## src/rtl/pwm_carrier_maskgen_pkg.sv

```systemverilog
// Shared types for the PWM carrier / mask-event generator.
`ifndef PWMCOUNT_WIDTH
`define PWMCOUNT_WIDTH 16
`endif

package pwm_carrier_maskgen_pkg;

    typedef enum logic {
        PWM_OFF = 1'b0,
        PWM_ON  = 1'b1
    } _pwm_onoff;

    typedef enum logic [1:0] {
        CARRIER_UP     = 2'd0,
        CARRIER_DOWN   = 2'd1,
        CARRIER_UPDOWN = 2'd2
    } _carrier_mode;

    typedef enum logic [1:0] {
        MASK_NONE   = 2'd0,
        MASK_ZERO   = 2'd1,
        MASK_PERIOD = 2'd2,
        MASK_BOTH   = 2'd3
    } _mask_mode;

    function automatic logic mask_sel_zero(input _mask_mode m);
        return (m == MASK_ZERO) || (m == MASK_BOTH);
    endfunction

    function automatic logic mask_sel_period(input _mask_mode m);
        return (m == MASK_PERIOD) || (m == MASK_BOTH);
    endfunction

endpackage

```

## src/rtl/pwm_carrier_maskgen_if.sv

```systemverilog
// Control/status bundle between the carrier generator and its surroundings.
// mask_prescale exists only when PWM_MASK_PRESCALE_EN is defined.
interface pwm_carrier_maskgen_if #(
    parameter int COUNT_WIDTH = `PWMCOUNT_WIDTH
);
    import pwm_carrier_maskgen_pkg::*;

    _pwm_onoff              pwm_onoff;
    _carrier_mode           carrier_mode;
    _mask_mode              mask_mode;
    logic [COUNT_WIDTH-1:0] period;
`ifdef PWM_MASK_PRESCALE_EN
    logic [3:0]             mask_prescale;
`endif
    logic [COUNT_WIDTH-1:0] count;
    logic                   dir_down;
    logic                   zero_evt;
    logic                   period_evt;
    logic                   maskevent;

    modport master (
        output pwm_onoff, carrier_mode, mask_mode, period,
`ifdef PWM_MASK_PRESCALE_EN
        output mask_prescale,
`endif
        input  count, dir_down, zero_evt, period_evt, maskevent
    );

    modport slave (
        input  pwm_onoff, carrier_mode, mask_mode, period,
`ifdef PWM_MASK_PRESCALE_EN
        input  mask_prescale,
`endif
        output count, dir_down, zero_evt, period_evt, maskevent
    );

endinterface

```

## src/rtl/pwm_mask_prescaler.sv

```systemverilog
// Qualified-event decimator: fires on every (prescale+1)th event.
// Compiled only when PWM_MASK_PRESCALE_EN is defined.
`ifdef PWM_MASK_PRESCALE_EN
module pwm_mask_prescaler (
    input  logic       clk,
    input  logic       reset,
    input  logic       clear_i,
    input  logic       evt_i,
    input  logic [3:0] prescale_i,
    output logic       fire_o
);
    logic [3:0] cnt_q, cnt_d;

    // cnt_q holds the number of events already swallowed since the last fire
    assign fire_o = evt_i && (cnt_q == prescale_i);

    always_comb begin
        cnt_d = cnt_q;
        if (clear_i || fire_o) begin
            cnt_d = 4'd0;
        end else if (evt_i) begin
            cnt_d = cnt_q + 4'd1;
        end
    end

    always_ff @(posedge clk or negedge reset) begin
        if (!reset) begin
            cnt_q <= 4'd0;
        end else begin
            cnt_q <= cnt_d;
        end
    end
endmodule
`endif

```

## src/rtl/pwm_carrier_maskgen.sv

```systemverilog
// Carrier counter and shadow-register mask strobe generator for one PWM channel.
// Optional maskevent decimation is built when PWM_MASK_PRESCALE_EN is defined.
module pwm_carrier_maskgen
    import pwm_carrier_maskgen_pkg::*;
#(
    parameter int COUNT_WIDTH = `PWMCOUNT_WIDTH
) (
    input  logic                 clk,
    input  logic                 reset,
    pwm_carrier_maskgen_if.slave bus
);
    localparam logic [COUNT_WIDTH-1:0] CNT_ONE = {{(COUNT_WIDTH-1){1'b0}}, 1'b1};

    logic [COUNT_WIDTH-1:0] count_q, count_d;
    logic                   dir_q, dir_d;
    _carrier_mode           mode_q, mode_d;
    logic                   armed_q;
    logic [COUNT_WIDTH-1:0] period;
    logic                   running;
    logic                   zero_evt;
    logic                   period_evt;
    logic                   qual_evt;

    assign period = bus.period;

    // armed_q keeps the first edge after reset release in the halted behaviour
    assign running    = (bus.pwm_onoff == PWM_ON) && armed_q;
    assign zero_evt   = running && (count_q == '0);
    assign period_evt = running && (count_q >= period);
    assign qual_evt   = (mask_sel_zero(bus.mask_mode) && zero_evt) ||
                        (mask_sel_period(bus.mask_mode) && period_evt);

    always_comb begin
        count_d = count_q;
        dir_d   = dir_q;
        mode_d  = mode_q;
        if (!running) begin
            mode_d  = bus.carrier_mode;
            dir_d   = (bus.carrier_mode == CARRIER_DOWN);
            count_d = (bus.carrier_mode == CARRIER_DOWN) ? period : '0;
        end else begin
            case (mode_q)
                CARRIER_DOWN: begin
                    count_d = (count_q == '0) ? period : (count_q - CNT_ONE);
                end
                CARRIER_UPDOWN: begin
                    if (!dir_q) begin
                        if (count_q >= period) begin
                            dir_d   = 1'b1;
                            count_d = (period == '0) ? '0 : (period - CNT_ONE);
                        end else begin
                            count_d = count_q + CNT_ONE;
                        end
                    end else begin
                        if (count_q == '0) begin
                            dir_d   = 1'b0;
                            count_d = (period == '0) ? '0 : CNT_ONE;
                        end else begin
                            count_d = count_q - CNT_ONE;
                        end
                    end
                end
                default: begin
                    count_d = (count_q >= period) ? '0 : (count_q + CNT_ONE);
                end
            endcase
        end
    end

    always_ff @(posedge clk or negedge reset) begin
        if (!reset) begin
            count_q <= '0;
            dir_q   <= 1'b0;
            mode_q  <= CARRIER_UP;
            armed_q <= 1'b0;
        end else begin
            count_q <= count_d;
            dir_q   <= dir_d;
            mode_q  <= mode_d;
            armed_q <= 1'b1;
        end
    end

    assign bus.count      = count_q;
    assign bus.dir_down   = dir_q;
    assign bus.zero_evt   = zero_evt;
    assign bus.period_evt = period_evt;

`ifdef PWM_MASK_PRESCALE_EN
    logic mask_fire;

    pwm_mask_prescaler u_prescaler (
        .clk        (clk),
        .reset      (reset),
        .clear_i    (!running),
        .evt_i      (qual_evt),
        .prescale_i (bus.mask_prescale),
        .fire_o     (mask_fire)
    );

    assign bus.maskevent = mask_fire;
`else
    assign bus.maskevent = qual_evt;
`endif

endmodule

```

## src/flat_wrapper.sv

```systemverilog
// flat-port wrapper written by rule: the top's interface ports become plain ports
module pwm_carrier_maskgen_flat import pwm_carrier_maskgen_pkg::*;
#(
    parameter int COUNT_WIDTH = `PWMCOUNT_WIDTH
)
  (clk, reset, bus_pwm_onoff, bus_carrier_mode, bus_mask_mode, bus_period, bus_count, bus_dir_down, bus_zero_evt, bus_period_evt, bus_maskevent);
  pwm_carrier_maskgen_if #(.COUNT_WIDTH(COUNT_WIDTH)) bus_i ();
  input  logic clk;
  input  logic reset;
  input wire logic [$bits(bus_i.pwm_onoff)-1:0] bus_pwm_onoff;
  input wire logic [$bits(bus_i.carrier_mode)-1:0] bus_carrier_mode;
  input wire logic [$bits(bus_i.mask_mode)-1:0] bus_mask_mode;
  input wire logic [$bits(bus_i.period)-1:0] bus_period;
  output wire logic [$bits(bus_i.count)-1:0] bus_count;
  output wire logic [$bits(bus_i.dir_down)-1:0] bus_dir_down;
  output wire logic [$bits(bus_i.zero_evt)-1:0] bus_zero_evt;
  output wire logic [$bits(bus_i.period_evt)-1:0] bus_period_evt;
  output wire logic [$bits(bus_i.maskevent)-1:0] bus_maskevent;
  assign bus_i.pwm_onoff = bus_pwm_onoff;
  assign bus_i.carrier_mode = bus_carrier_mode;
  assign bus_i.mask_mode = bus_mask_mode;
  assign bus_i.period = bus_period;
  assign bus_count = bus_i.count;
  assign bus_dir_down = bus_i.dir_down;
  assign bus_zero_evt = bus_i.zero_evt;
  assign bus_period_evt = bus_i.period_evt;
  assign bus_maskevent = bus_i.maskevent;
  pwm_carrier_maskgen #(.COUNT_WIDTH(COUNT_WIDTH)) u_core (.clk(clk), .reset(reset), .bus(bus_i));
endmodule
```

## config.mk

```make
export PLATFORM = sky130hd
export DESIGN_NAME = pwm_carrier_maskgen_flat
export DESIGN_NICKNAME = d
export VERILOG_FILES = /design/src/rtl/pwm_carrier_maskgen_pkg.sv /design/src/rtl/pwm_carrier_maskgen_if.sv /design/src/rtl/pwm_mask_prescaler.sv /design/src/rtl/pwm_carrier_maskgen.sv /design/src/flat_wrapper.sv
export SDC_FILE = /design/constraint.sdc
export NUM_CORES = 1
export LEC_CHECK = 0
export CORE_UTILIZATION = 45
export CTS_BUF_LIST = sky130_fd_sc_hd__clkbuf_8
export DETAILED_ROUTE_END_ITERATION = 10
export GPL_TIMING_DRIVEN = 0
export PLACE_DENSITY = 0.78
export SLEW_MARGIN = 20
export SYNTH_ARGS = -nofsm -noshare
export SYNTH_HDL_FRONTEND = slang
export SYNTH_SLANG_ARGS = --single-unit
```

## constraint.sdc

```tcl
create_clock -name clk -period 3.9 [get_ports clk]
set_clock_uncertainty 0.15 [all_clocks]
set_input_delay 0.39 -clock clk [delete_from_list [all_inputs] [get_ports clk]]
set_output_delay 0.39 -clock clk [all_outputs]
set_load 0.01 [all_outputs]
```

# Word level (Yosys, flattened, before mapping)
# Index checks and enable logic that the tools add are counted.
# totals
wordCells,40
in_bits,23
out_inout_bits,20
regBits,20
# classes
mux,15
reduce_logical,10
addsub,3
eq_ne,7
magnitude_cmp,1
# ops
operator,n
16-bit two-way mux,8
16-bit zero test,2
16-bit case mux with 2 select lines,1
16-bit by 1-bit subtractor with 16-bit output (second input constant),2
16-bit by 1-bit adder with 16-bit output (second input constant),1
16-bit greater-or-equal comparator,1
2-bit by 1-bit == test with 1-bit output (second input constant),3
2-bit == test (second input constant),3
1-bit two-way mux,6
1-bit logical AND,5
1-bit logical OR,3
2-bit inequality test (second input constant),1

# Logic depth before layout (Yosys ltp)
# Gate-level depths: netlist of run 1.
# logic_depth
word_depth,6
ltp_mapped,11
ltp_nobuf,9

# Worst setup path before layout of run 1
# Ideal clock, no wire load.
# synth_path
path_kind,register to output
from,"reg u_core.count_q[0], in the netlist u_core.bus.count[0]"
to,out bus_maskevent
n_path_buf,2
stages_incl_launch_ff,11
required_ns,3.360
setup_slack_ns,0.954
arrival_time_ns,2.406
cell_sequence,dfrtp_1 inv_1 ha_1 nand2b_1 a2111oi_0 o41ai_1 or2_2 buf_4 buf_4 a22oi_1 nor2_1
# synth_via
elab_chain_cells,4
word_cells_on_any_way,7
classes_between,1 x order compare; 6 x reduce/logical
# synth_rtl
item,line,rtl
from (decl),pwm_carrier_maskgen.sv:14,"logic [COUNT_WIDTH-1:0] count_q, count_d;"
from (signal assigned),pwm_carrier_maskgen.sv:77,count_q <= count_d;
16-bit greater-or-equal comparator or 16-bit zero test (tied branches),"pwm_carrier_maskgen.sv:29, pwm_carrier_maskgen.sv:28",
1-bit logical AND (on tied branches),"pwm_carrier_maskgen.sv:29, pwm_carrier_maskgen.sv:28",
1-bit logical AND (on tied branches),"pwm_carrier_maskgen.sv:31, pwm_carrier_maskgen.sv:30",
1-bit logical OR (*),pwm_carrier_maskgen.sv:30,assign qual_evt = (mask_sel_zero(bus.mask_mode) && zero_evt) ||
to (decl),flat_wrapper.sv:18,output wire logic [$bits(bus_i.maskevent)-1:0] bus_maskevent;
# Every way passes the cells marked *; elsewhere a longest branch is shown, timed or not.

# Worst setup path after layout of run 1
# layout_path
from,in bus_period[14]
to,out bus_maskevent
# layout_via
elab_chain_cells,4
# layout_rtl
item,line,rtl
from (decl),flat_wrapper.sv:13,input wire logic [$bits(bus_i.period)-1:0] bus_period;
16-bit greater-or-equal comparator,pwm_carrier_maskgen.sv:29,assign period_evt = running && (count_q >= period);
1-bit logical AND,pwm_carrier_maskgen.sv:29,
1-bit logical AND,pwm_carrier_maskgen.sv:31,(mask_sel_period(bus.mask_mode) && period_evt);
1-bit logical OR,pwm_carrier_maskgen.sv:30,
# No other way between the ends.

==> key figures, run 1 <==
Synthesis
  • Most common cell in the synthesized netlist: nand2_1
  • Warnings, synthesis: 0
  • Synthesized area per cell: about 7.3 um2
  • Post-Syn Instances: about 400
  • Ys flop type: dfrtp_1
  • Synthesized area: ~0.0030 mm2
  • Number of synthesized flops with an enable pin: 0
  • Top cells by area, synth: dfrtp_1 17%, ha_1 9.7%, xnor2_1 7.1%
  • Post-synthesis sequential area ratio: 16.93%
  • Share of the synthesized area in the top cell type: 16.93%
  • Area leader, netlist: dfrtp_1
  • FF+latch count, synth: 20
  • Async S/R FF share, synth: 100.0%
  • Syn Nets: approximately 450
  • Synth cell types: 58
  • Commonest cells in the netlist: 40 x nand2_1, 35 x nor2_1, 27 x a21oi_1, 24 x xnor2_1, 23 x ha_1

Setup path
  • WP data arrival: 3.27 ns
  • WS Path Type: input pin to output port
  • Setup crit start kind: input pin
  • Critical Path Sink Type: output port
  • Worst-path maximum fanout: 17
  • Critical Path RT: 3.36 ns

STA
  • Final slew viol count: 0
  • Least-Margin Pin Slew: 0.8839 ns
  • Tcrit/Tclk final: between 90% and 100%
  • Final Hold Fails: 0
  • Final WS setup: 0.08513 ns
  • Fin crit period: 3.815 ns
  • Rel. slew slack: around 40%
  • Setup TNS: 0 ns
  • FMAX: 262.1 MHz
  • Final setup fails: 0

Finish
  • Fin util: ~57%
  • Diodes inserted: 0
  • Final instance area: 0.003601 mm2
  • Multi-input gate area: 0.002263 mm2
  • # nets final: 501
  • Fill cell count: 594
  • Sequential cell area: 501.7 um2
  • Share of cells above drive strength 1: 6.608%
  • Non-filler cells, final: 531
  • Syn-to-layout area delta: 21.85%

Placed design
  • Pre-CTS setup slack: -0.3355 ns
  • IO buf count: 42
  • Post-DP Area: 0.003472 mm2
  • Hpwl dp: 7.960 mm
  • Placed cells: between 500 and 600
  • RePlAce Congestion: 1.025

Clock network
  • Skew-Pair Late Insertion Delay: 0.28 ns
  • Clock root cell: clkbuf_8
  • Num CTS Buffers: 3
  • Clk buf depth: 2
  • Clk sinks: 20
  • Clk pin slew, worst setup/hold paths: 0.10 ns
  • CTS tree: done
  • CTS H-Tree Depth: 1

Status
  • Status: complete, no violations

Pwr
  • Cell Pwr Density: 337.8 mW/mm2
  • Worst VDD drop: 186.0 uV
  • Leakage: 1.491 nW

GRT
  • Vias in the first global route: 3355
  • Pin count of the biggest net entering global routing: 21
  • First-pass GRT wire length: between 15 and 20 mm
  • Total GRT Usage: about a third
  • Gr ovfl total: 0
  • Initial antenna violation count: 0

Route
  • Drt first pass iters: 8
  • Via density: 6.734
  • Per-cell routed wire length: 21.13 um
  • Post-DRT Antenna Nets: 0
  • Routed WL: 11.22 mm
  • DR iter-0 viols: 571
  • DR vias: 3576
  • DRC: 0

Floorplan
  • Die height: 83.04 um
  • Boundary pin count: 43
  • Initial Utilization: 46.54%
  • Die width: 83.04 um
  • Die area: 0.006896 mm2
  • Placeable Area: 0.006350 mm2
  • Floorplan row count: 29

Worst hold path
  • Hold Crit Class: input pin to register

Job
  • Max Cap Violations: 0
final cells by class:
cell class | instances | share of cell area (%)
Timing Repair Buffer | 45 | 12.44
Clock buffer | 3 | 1.147
Inverter | 21 | 2.189
Tap cell | 77 | 2.675
Multi-Input combinational cell | 336 | 62.86
Buffer | 28 | 3.926
Sequential cell | 20 | 13.93
Clock inverter | 1 | 0.8339
sequential cells by signal (all words and copies together) (netlist names):
register	count
u_core.bus.count	16
u_core.mode_q	2
u_core.armed_q	1
u_core.bus.dir_down	1
critical path, stage by stage:
cell             delay (ns)
clkdlybuf4s50_1        0.52
inv_1                  0.09
ha_1                   0.30
nand4_1                0.16
or2_1                  0.31
o41ai_2                0.38
or2_2                  0.19
buf_8                  0.17
a22oi_1                0.10
nor2_1                 0.12
clkdlybuf4s50_1        0.54
layout by cell type, fill, tap and decap left out, types with 3 or more instances in the layout:
cell type        instances
a21o_1                   3
a21oi_1                 27
a221oi_1                10
a22oi_1                  4
a31oi_1                 12
a32o_1                   4
and2_1                   4
and4_1                   6
buf_2                    9
buf_4                    4
clkbuf_1                16
clkbuf_8                 3
clkdlybuf4s50_1         35
dfrtp_1                 19
dlymetal6s2s_1           4
ha_1                    23
inv_1                   20
nand2_1                 40
nand2b_1                 6
nand3_1                 12
nand4_1                 11
nor2_1                  35
nor3_1                  17
nor3b_1                  4
nor4_1                   8
o211ai_1                 5
o21a_1                   5
o21ai_0                 20
o31ai_1                  4
or4_1                    5
xnor2_1                 24
xor2_1                  11
logic make-up (layout without fill, tap and decap cells):
| kind of cell | Yosys count | in the layout | share of synthesized area, % |
|---|---|---|---|
| AND/OR/NAND/NOR | 162 | 162 | 28.92 |
| AO/OA/AOI/OAI | 111 | 111 | 25.11 |
| buffers and inverters | 50 | 98 | 7.366 |
| XOR/XNOR | 35 | 35 | 10.37 |
| adder cells (fa/ha/maj) | 23 | 23 | 9.738 |
| flip-flops | 20 | 20 | 16.93 |
| multiplexers | 4 | 4 | 1.439 |
| other | 1 | 1 | 0.1269 |
report_power, final:
| group | internal, mW | leakage, nW | total [mW] | switching [mW] |
|---|---|---|---|---|
| clock | 0.138 | 0.0357 | 0.229 | 0.0910 |
| sequential | 0.230 | 0.261 | 0.273 | 0.0431 |
| combinational | 0.293 | 1.19 | 0.715 | 0.422 |
through the flow:
step	power (mW)	hold WS, ns
floorplan	0.7197	-0.05559
global placement	0.9351	0.4070
CTS	1.183	0.4438
finish	1.216	0.3786
detailed placement	0.9466	0.4255
global route	1.285	0.4357
timing repair:
item,4_1_cts,5_1_grt
hold endpoints to repair,0,20
pin swaps,1,1
setup endpoints to repair,2,2
hold buffers,0,1
gates resized for setup,7,7
buffers inserted,1,1
final timing paths:
kind                                     start                    to  slack [ns]  cells after the start
setup / recovery                bus_period[14]         bus_maskevent        0.09                     11
hold / removal                  bus_period[13]  u_core.bus.count[13]        0.38                      3
setup reg to reg           u_core.bus.count[0]   u_core.bus.count[4]        0.57                     10
hold reg to reg               u_core.mode_q[1]      u_core.mode_q[1]        0.45                      2
max in group asynchronous                reset   u_core.bus.count[0]        2.75                      2
min in group asynchronous                reset   u_core.bus.count[3]        0.46                      2
layer usage:
layer | routed length [um] | GRT usage [%] | share of wire, %
met1 | 4496 | 43.09 | 40
met2 | 5023 | 49.85 | 45
met3 | 1292 | 4.672 | 12
met4 | 405 | 16.14 | 3.6
met5 | 0 | 0 | 0
Power figures use the tool's default switching activity.
==> run 2, diff against run 1 <==
--- a/config.mk
+++ b/config.mk
@@ -5,11 +5,12 @@
 export SDC_FILE = /design/constraint.sdc
 export NUM_CORES = 1
 export LEC_CHECK = 0
-export CORE_UTILIZATION = 45
+export CORE_UTILIZATION = 33
 export CTS_BUF_LIST = sky130_fd_sc_hd__clkbuf_8
+export CTS_CLUSTER_DIAMETER = 60
 export DETAILED_ROUTE_END_ITERATION = 10
 export GPL_TIMING_DRIVEN = 0
-export PLACE_DENSITY = 0.78
+export PLACE_DENSITY = 0.63
 export SLEW_MARGIN = 20
 export SYNTH_ARGS = -nofsm -noshare
 export SYNTH_HDL_FRONTEND = slang
==> key figures, run 2 (synthesis results as in run 1) <==
Finish
  • Syn-to-layout area delta: 22.48%
  • Fin util: 41.71% (-15 points)
  • Share of cells above drive strength 1: 6.813% (+0.21 points)
  • Max reg flops: 16 (unchanged)
  • Most frequent cells in the layout: 40 x nand2_1, 35 x nor2_1, 33 x clkdlybuf4s50_1
  • Diodes inserted: 0 (unchanged)
  • Most common cell after layout, fill and taps aside: nand2_1
  • # nets final: 502 (+0.20%)

Floorplan
  • Boundary pin count: 43 (unchanged)
  • Placeable Area: 0.008678 mm2 (+37%)
  • Die area: 0.009338 mm2 (+35%)
  • Initial Utilization: 34.05% (-12 points)
  • Die height: 96.64 um (+16%)
  • Die width: 96.64 um (+16%)
  • Floorplan row count: 34 (+17%)

STA
  • Fin crit period: 3.509 ns (-0.3055 ns)
  • Tcrit/Tclk final: 89.98% (-7.8 points)
  • Final slew viol count: 0 (unchanged)
  • Final setup fails: 0 (unchanged)
  • Final WS setup: 0.3906 ns (+0.3055 ns)
  • FMAX: 284.9 MHz (+8.7%)
  • Least-Margin Pin Slew: 0.8662 ns (-0.01769 ns)
  • Setup TNS: 0 ns (unchanged)
  • Final Hold Fails: 0 (unchanged)
  • RSZ-0062 raised after global routing: no
  • Final hold slack: 0.3193 ns (-0.05927 ns)
  • Rel. slew slack: 42.13% (+1.2 points)

GRT
  • Gr ovfl total: 0 (unchanged)
  • Global Route met2 Usage: 39.11% (-11 points)
  • Vias in the first global route: 3322 (-0.98%)
  • Pin count of the biggest net entering global routing: 21 (unchanged)
  • Busiest layer in global routing: met2
  • GRT met3 Usage: 3.107% (-1.6 points)
  • Met1 usage: 35.03% (-8.1 points)
  • First-pass GRT wire length: 18.56 mm (+6.6%)
  • Total GRT Usage: 24.96% (-7.1 points)
  • Initial antenna violation count: 0 (unchanged)

Clock network
  • Clock root cell: clkbuf_8
  • CTS H-Tree Depth: 1 (unchanged)
  • Num CTS Buffers: 3 (unchanged)
  • Clk pin slew, worst setup/hold paths: 0.09 ns (about the same)
  • CTS tree: done
  • Clk sinks: 20 (unchanged)
  • Skew-Pair Late Insertion Delay: 0.28 ns (about the same)
  • Clk buf depth: 2 (unchanged)

Route
  • Via density: 6.099 (-9.4%)
  • Per-cell routed wire length: 20.82 um (-1.5%)
  • Drt first pass iters: 5 (-3)
  • DR vias: 3434 (-4.0%)
  • Routed WL: 11.72 mm (+4.5%)
  • Post-DRT Antenna Nets: 0 (unchanged)
  • DRC: 0 (unchanged)
  • DR iter-0 viols: 318 (-44%)

Pwr
  • Worst VDD drop: 149.8 uV (-19%)
  • Leakage: 1.505 nW (+0.93%)
  • Cell Pwr Density: 322.6 mW/mm2 (-4.5%)
  • Final Power: 1.168 mW (-4.0%)

Worst hold path
  • Hold Crit Class: input pin to register

Placed design
  • RePlAce Congestion: 0.9738 (-5.0%)
  • Pre-CTS setup slack: -0.3991 ns (-0.06362 ns)
  • Hpwl dp: 8.466 mm (+6.3%)
  • IO buf count: 42 (unchanged)

Setup path
  • WS Path Type: input pin to output port
  • Setup crit start kind: input pin
  • Critical Path Sink Type: output port
  • WP data arrival: 2.97 ns (-0.30 ns)
  • Critical Path RT: 3.36 ns (about the same)
  • Worst-path maximum fanout: 10 (-7)

Job
  • Max Cap Violations: 0 (unchanged)

Status
  • Status: complete, no violations
[run 2: changes by cell type in the layout (fill, tap and decap cells not counted), sizes merged]
cell,delta
clkdlybuf4s50,-2
buf,+1
bufinv,-1
clkbuf,+1
dlygate4sd2,+1
dlymetal6s2s,+1
[run 2: worst paths after layout]
| kind | from | to | slack, ns | cells after the start |
|---|---|---|---|---|
| worst min register to register | u_core.mode_q[1] | u_core.mode_q[1] | 0.44 | 2 |
| max in group asynchronous | reset | u_core.bus.count[0] | 2.76 | 2 |
| min in group asynchronous | reset | u_core.bus.count[4] | 0.46 | 2 |
| worst max-delay path | bus_period[9] | bus_period_evt | 0.39 | 12 |
| worst min-delay path | bus_period[11] | u_core.bus.count[11] | 0.32 | 3 |
| worst max register to register | u_core.bus.count[0] | u_core.bus.count[4] | 0.49 | 10 |
[run 2: worst max-delay path, stage by stage]
cell	delay, ns
clkdlybuf4s50_1	0.62
inv_1	0.08
ha_1	0.29
nand4_1	0.13
or2_1	0.29
o41ai_2	0.35
buf_4	0.17
nor2_1	0.05
buf_4	0.20
buf_6	0.16
nor2_1	0.08
dlymetal6s2s_1	0.17
[run 2: layout make-up]
cell class | count | area (um2)
fill | 932 | 5059
multi-input combinational | 336 | 2251
sequential | 20 | 501.7
timing repair buffer | 46 | 456.7
buffer | 28 | 141.4
tap | 108 | 135.1
inverter | 21 | 78.83
clock buffer | 4 | 55.05
[run 2: through the flow]
stage                     area, um2  std cells
after floorplan                2955        406
after global placement         3511        556
after detailed placement       3511        556
after CTS                      3587        561
after global routing           3620        563
final                          3620        563
[run 2: timing repair]
| item | 4_1_cts | 5_1_grt |
|---|---|---|
| gates resized for setup | 8 | 7 |
| hold buffers | 0 | 1 |
| endpoints found under the hold margin | 0 | 20 |
| setup buffers | 2 | 1 |
| pin swaps | 2 | 2 |
| setup endpoints to repair | 2 | 2 |
[run 2: power by group]
group | switching (mW) | internal [mW] | leakage [nW] | total [mW]
clock | 0.0946 | 0.0907 | 0.0288 | 0.185
combinational | 0.420 | 0.289 | 1.21 | 0.708
sequential | 0.0439 | 0.230 | 0.261 | 0.274
[run 2: metal layers]
layer  up-vias  routed length, um
li1       1596                  -
met1      1601               5107
met2       202               5193
met3        35               1041
met4         0                378
met5         -                  0
==> run 3, diff against run 2 <==
--- a/config.mk
+++ b/config.mk
@@ -5,6 +5,7 @@
 export SDC_FILE = /design/constraint.sdc
 export NUM_CORES = 1
 export LEC_CHECK = 0
+export CORE_ASPECT_RATIO = 2
 export CORE_UTILIZATION = 33
 export CTS_BUF_LIST = sky130_fd_sc_hd__clkbuf_8
 export CTS_CLUSTER_DIAMETER = 60
@@ -15,3 +16,4 @@
 export SYNTH_ARGS = -nofsm -noshare
 export SYNTH_HDL_FRONTEND = slang
 export SYNTH_SLANG_ARGS = --single-unit
+export TNS_END_PERCENT = 30
==> key figures, run 3 (synthesis results as in run 1) <==
Route
  • Drt first pass iters: 5 (unchanged)
  • DRC: 0 (unchanged)
  • DR vias: 3544 (+3.2%)
  • Via density: 6.420 (+5.3%)
  • DR iter-0 viols: 345 (+8.5%)
  • Routed WL: 13.03 mm (+11%)
  • Post-DRT Antenna Nets: 0 (unchanged)
  • Per-cell routed wire length: 23.61 um (+13%)

GRT
  • Pin count of the biggest net entering global routing: 21 (unchanged)
  • Initial antenna violation count: 0 (unchanged)
  • Total GRT Usage: 29.55% (+4.6 points)
  • Vias in the first global route: 3664 (+10%)
  • First-pass GRT wire length: 19.62 mm (+5.7%)
  • Gr ovfl total: 0 (unchanged)

Worst hold path
  • Sink of the worst hold path: u_core.bus.count[13]
  • Hold Crit Class: input pin to register
  • Hold wc startpoint: bus_period[13]
  • Hold path depth: 3 (unchanged)

Setup path
  • Worst-path maximum fanout: 17 (+7)
  • Slowest stage delay, CP: 0.54 ns (-0.08 ns)
  • Reg2reg setup slack: 0.39 ns (-0.10 ns)
  • Slowest-stage cell, CP: a2111oi_2
  • CP Buf/Inv Count: 3 (-3)
  • WP data arrival: 3.03 ns (+0.06 ns)
  • Critical Path RT: 3.36 ns (about the same)
  • Critical Path Sink Type: output port
  • Critical Path, Cell by Cell: inv_1 > ha_1 > nand2b_1 > a2111oi_2 > o41ai_4 > or2_2 > buf_8 > a22oi_1 > nor2_1 > dlymetal6s2s_1
  • Setup crit start kind: register
  • R2R depth: 10 (unchanged)
  • Worst flop-to-flop path startpoint: u_core.bus.count[0]
  • Worst r2r dst: u_core.bus.count[13]
  • WS Path Type: register to output port
  • Delay-heaviest family, CP: compound AO/OA/AOI/OAI gates

Job
  • Max Cap Violations: 0 (unchanged)

Placed design
  • Placed cells: 548 (-1.4%)
  • Post-DP Area: 0.003496 mm2 (-0.43%)
  • Hpwl dp: 9.664 mm (+14%)
  • RePlAce Congestion: 0.9957 (+2.2%)
  • IO buf count: 42 (unchanged)

Pwr
  • Worst VDD drop: 160.8 uV (+7.3%)
  • Leakage: 1.507 nW (+0.12%)
  • Cell Pwr Density: 343.1 mW/mm2 (+6.4%)

Finish
  • Max reg flops: 16 (unchanged)
  • Final instance area: 0.003625 mm2 (+0.14%)
  • Non-filler cells, final: 552 (-2.0%)
  • Most common cell after layout, fill and taps aside: nand2_1
  • Syn-to-layout area delta: 22.65%
  • Share of cells above drive strength 1: 6.637% (-0.18 points)
  • Diodes inserted: 0 (unchanged)
  • # nets final: 499 (-0.60%)
  • Fin util: 41.91% (+0.20 points)
  • Most frequent cells in the layout: 40 x nand2_1, 35 x nor2_1, 35 x clkdlybuf4s50_1

Floorplan
  • Boundary pin count: 43 (unchanged)
  • Initial Utilization: 34.17% (+0.12 points)
  • Die width: 68.92 um (-29%)
  • Placeable Area: 0.008648 mm2 (-0.35%)
  • Die area: 0.009361 mm2 (+0.24%)
  • Die height: 135.8 um (+41%)
  • Floorplan row count: 48 (+41%)

STA
  • Final slew viol count: 0 (unchanged)
  • Tcrit/Tclk final: 91.64% (+1.7 points)
  • Least-Margin Pin Slew: 0.8480 ns (-0.01821 ns)
  • Final setup fails: 0 (unchanged)
  • FMAX: 279.8 MHz (-1.8%)
  • RSZ-0062 raised after global routing: no
  • Rel. slew slack: 43.03% (+0.90 points)
  • Final Hold Fails: 0 (unchanged)
  • Fin crit period: 3.574 ns (+0.06454 ns)

Clock network
  • Num CTS Buffers: 3 (unchanged)
  • Postcts setup bufs: 0 (-2)
  • Clk buf depth: 2 (unchanged)
  • Clk pin slew, worst setup/hold paths: 0.10 ns (about the same)
  • Clk sinks: 20 (unchanged)
  • CTS H-Tree Depth: 1 (unchanged)
  • CTS tree: done
  • Clock root cell: clkbuf_8
  • Skew-Pair Late Insertion Delay: 0.29 ns (about the same)

Status
  • Status: complete, no violations
-- run 3: changes by cell type in the layout (fill, tap and decap cells not counted), sizes merged --
cell,change
buf,-4
dlymetal6s2s,-2
bufinv,+1
clkdlybuf4s50,+2
-- run 3: repair_timing --
item | CTS | global route
endpoints found under the hold margin | 20 | 0
hold buffers | 1 | 0
pin swaps | 2 | 2
endpoints found under the setup margin | 2 | 2
gates cloned | 0 | 0
gates resized for setup | 11 | 5
-- run 3: power breakdown --
group          internal, mW  total [mW]  switching (mW)
clock                 0.138       0.237          0.0987
combinational         0.289       0.730           0.441
sequential            0.230       0.277          0.0470
-- run 3: per-stage QoR --
step	setup WS (ns)	TNS (ns)	hold slack [ns]	power, mW
4_1_cts	0.005952	0	0.4560	1.228
5_1_grt	0.1773	0	0.3425	1.306
3_3_place_gp	-0.4160	-0.6334	0.4161	0.9629
6_report	0.3261	0	0.3097	1.243
2_1_floorplan	0.9543	0	-0.05559	0.7197
3_5_place_dp	-0.4549	-0.6813	0.2735	0.9732
-- run 3: cell type report --
| class | instances | area (um2) |
|---|---|---|
| repair buffers | 43 | 429.2 |
| plain buffers | 28 | 141.4 |
| multi-input cells | 336 | 2277 |
| clock buffers | 3 | 41.29 |
| inverters | 21 | 78.83 |
| clock inverters | 1 | 30.03 |
| fillers | 953 | 5024 |
| well taps | 100 | 125.1 |
| flip-flops and latches | 20 | 501.7 |
-- run 3: per-layer routing --
layer  GRT usage [%]  vias up  wire length, um
met4           24.38        0             1018
met3           3.943       70              884
met2           49.51      203             6612
met1           30.99     1684             4514
met5               0        -                0
li1                -     1587                -
-- run 3: worst max path at each step --
stage                              from       endpoint  cells past startpoint
finish              u_core.bus.count[0]  bus_maskevent                     10
global route        u_core.bus.count[0]  bus_maskevent                     10
CTS                      bus_period[13]  bus_maskevent                     11
detailed placement       bus_period[15]  bus_maskevent                     12
global placement         bus_period[10]  bus_maskevent                     12
floorplan           u_core.bus.count[0]  bus_maskevent                     10
-- run 3: worst register-to-register path: cells and delay by family (launching register included) --
kind,cells,cell delay (ns)
compound gates,3,0.83
fa+ha+maj,1,0.31
buf+inv,2,0.33
flops,1,0.50
simple gates,4,1.29
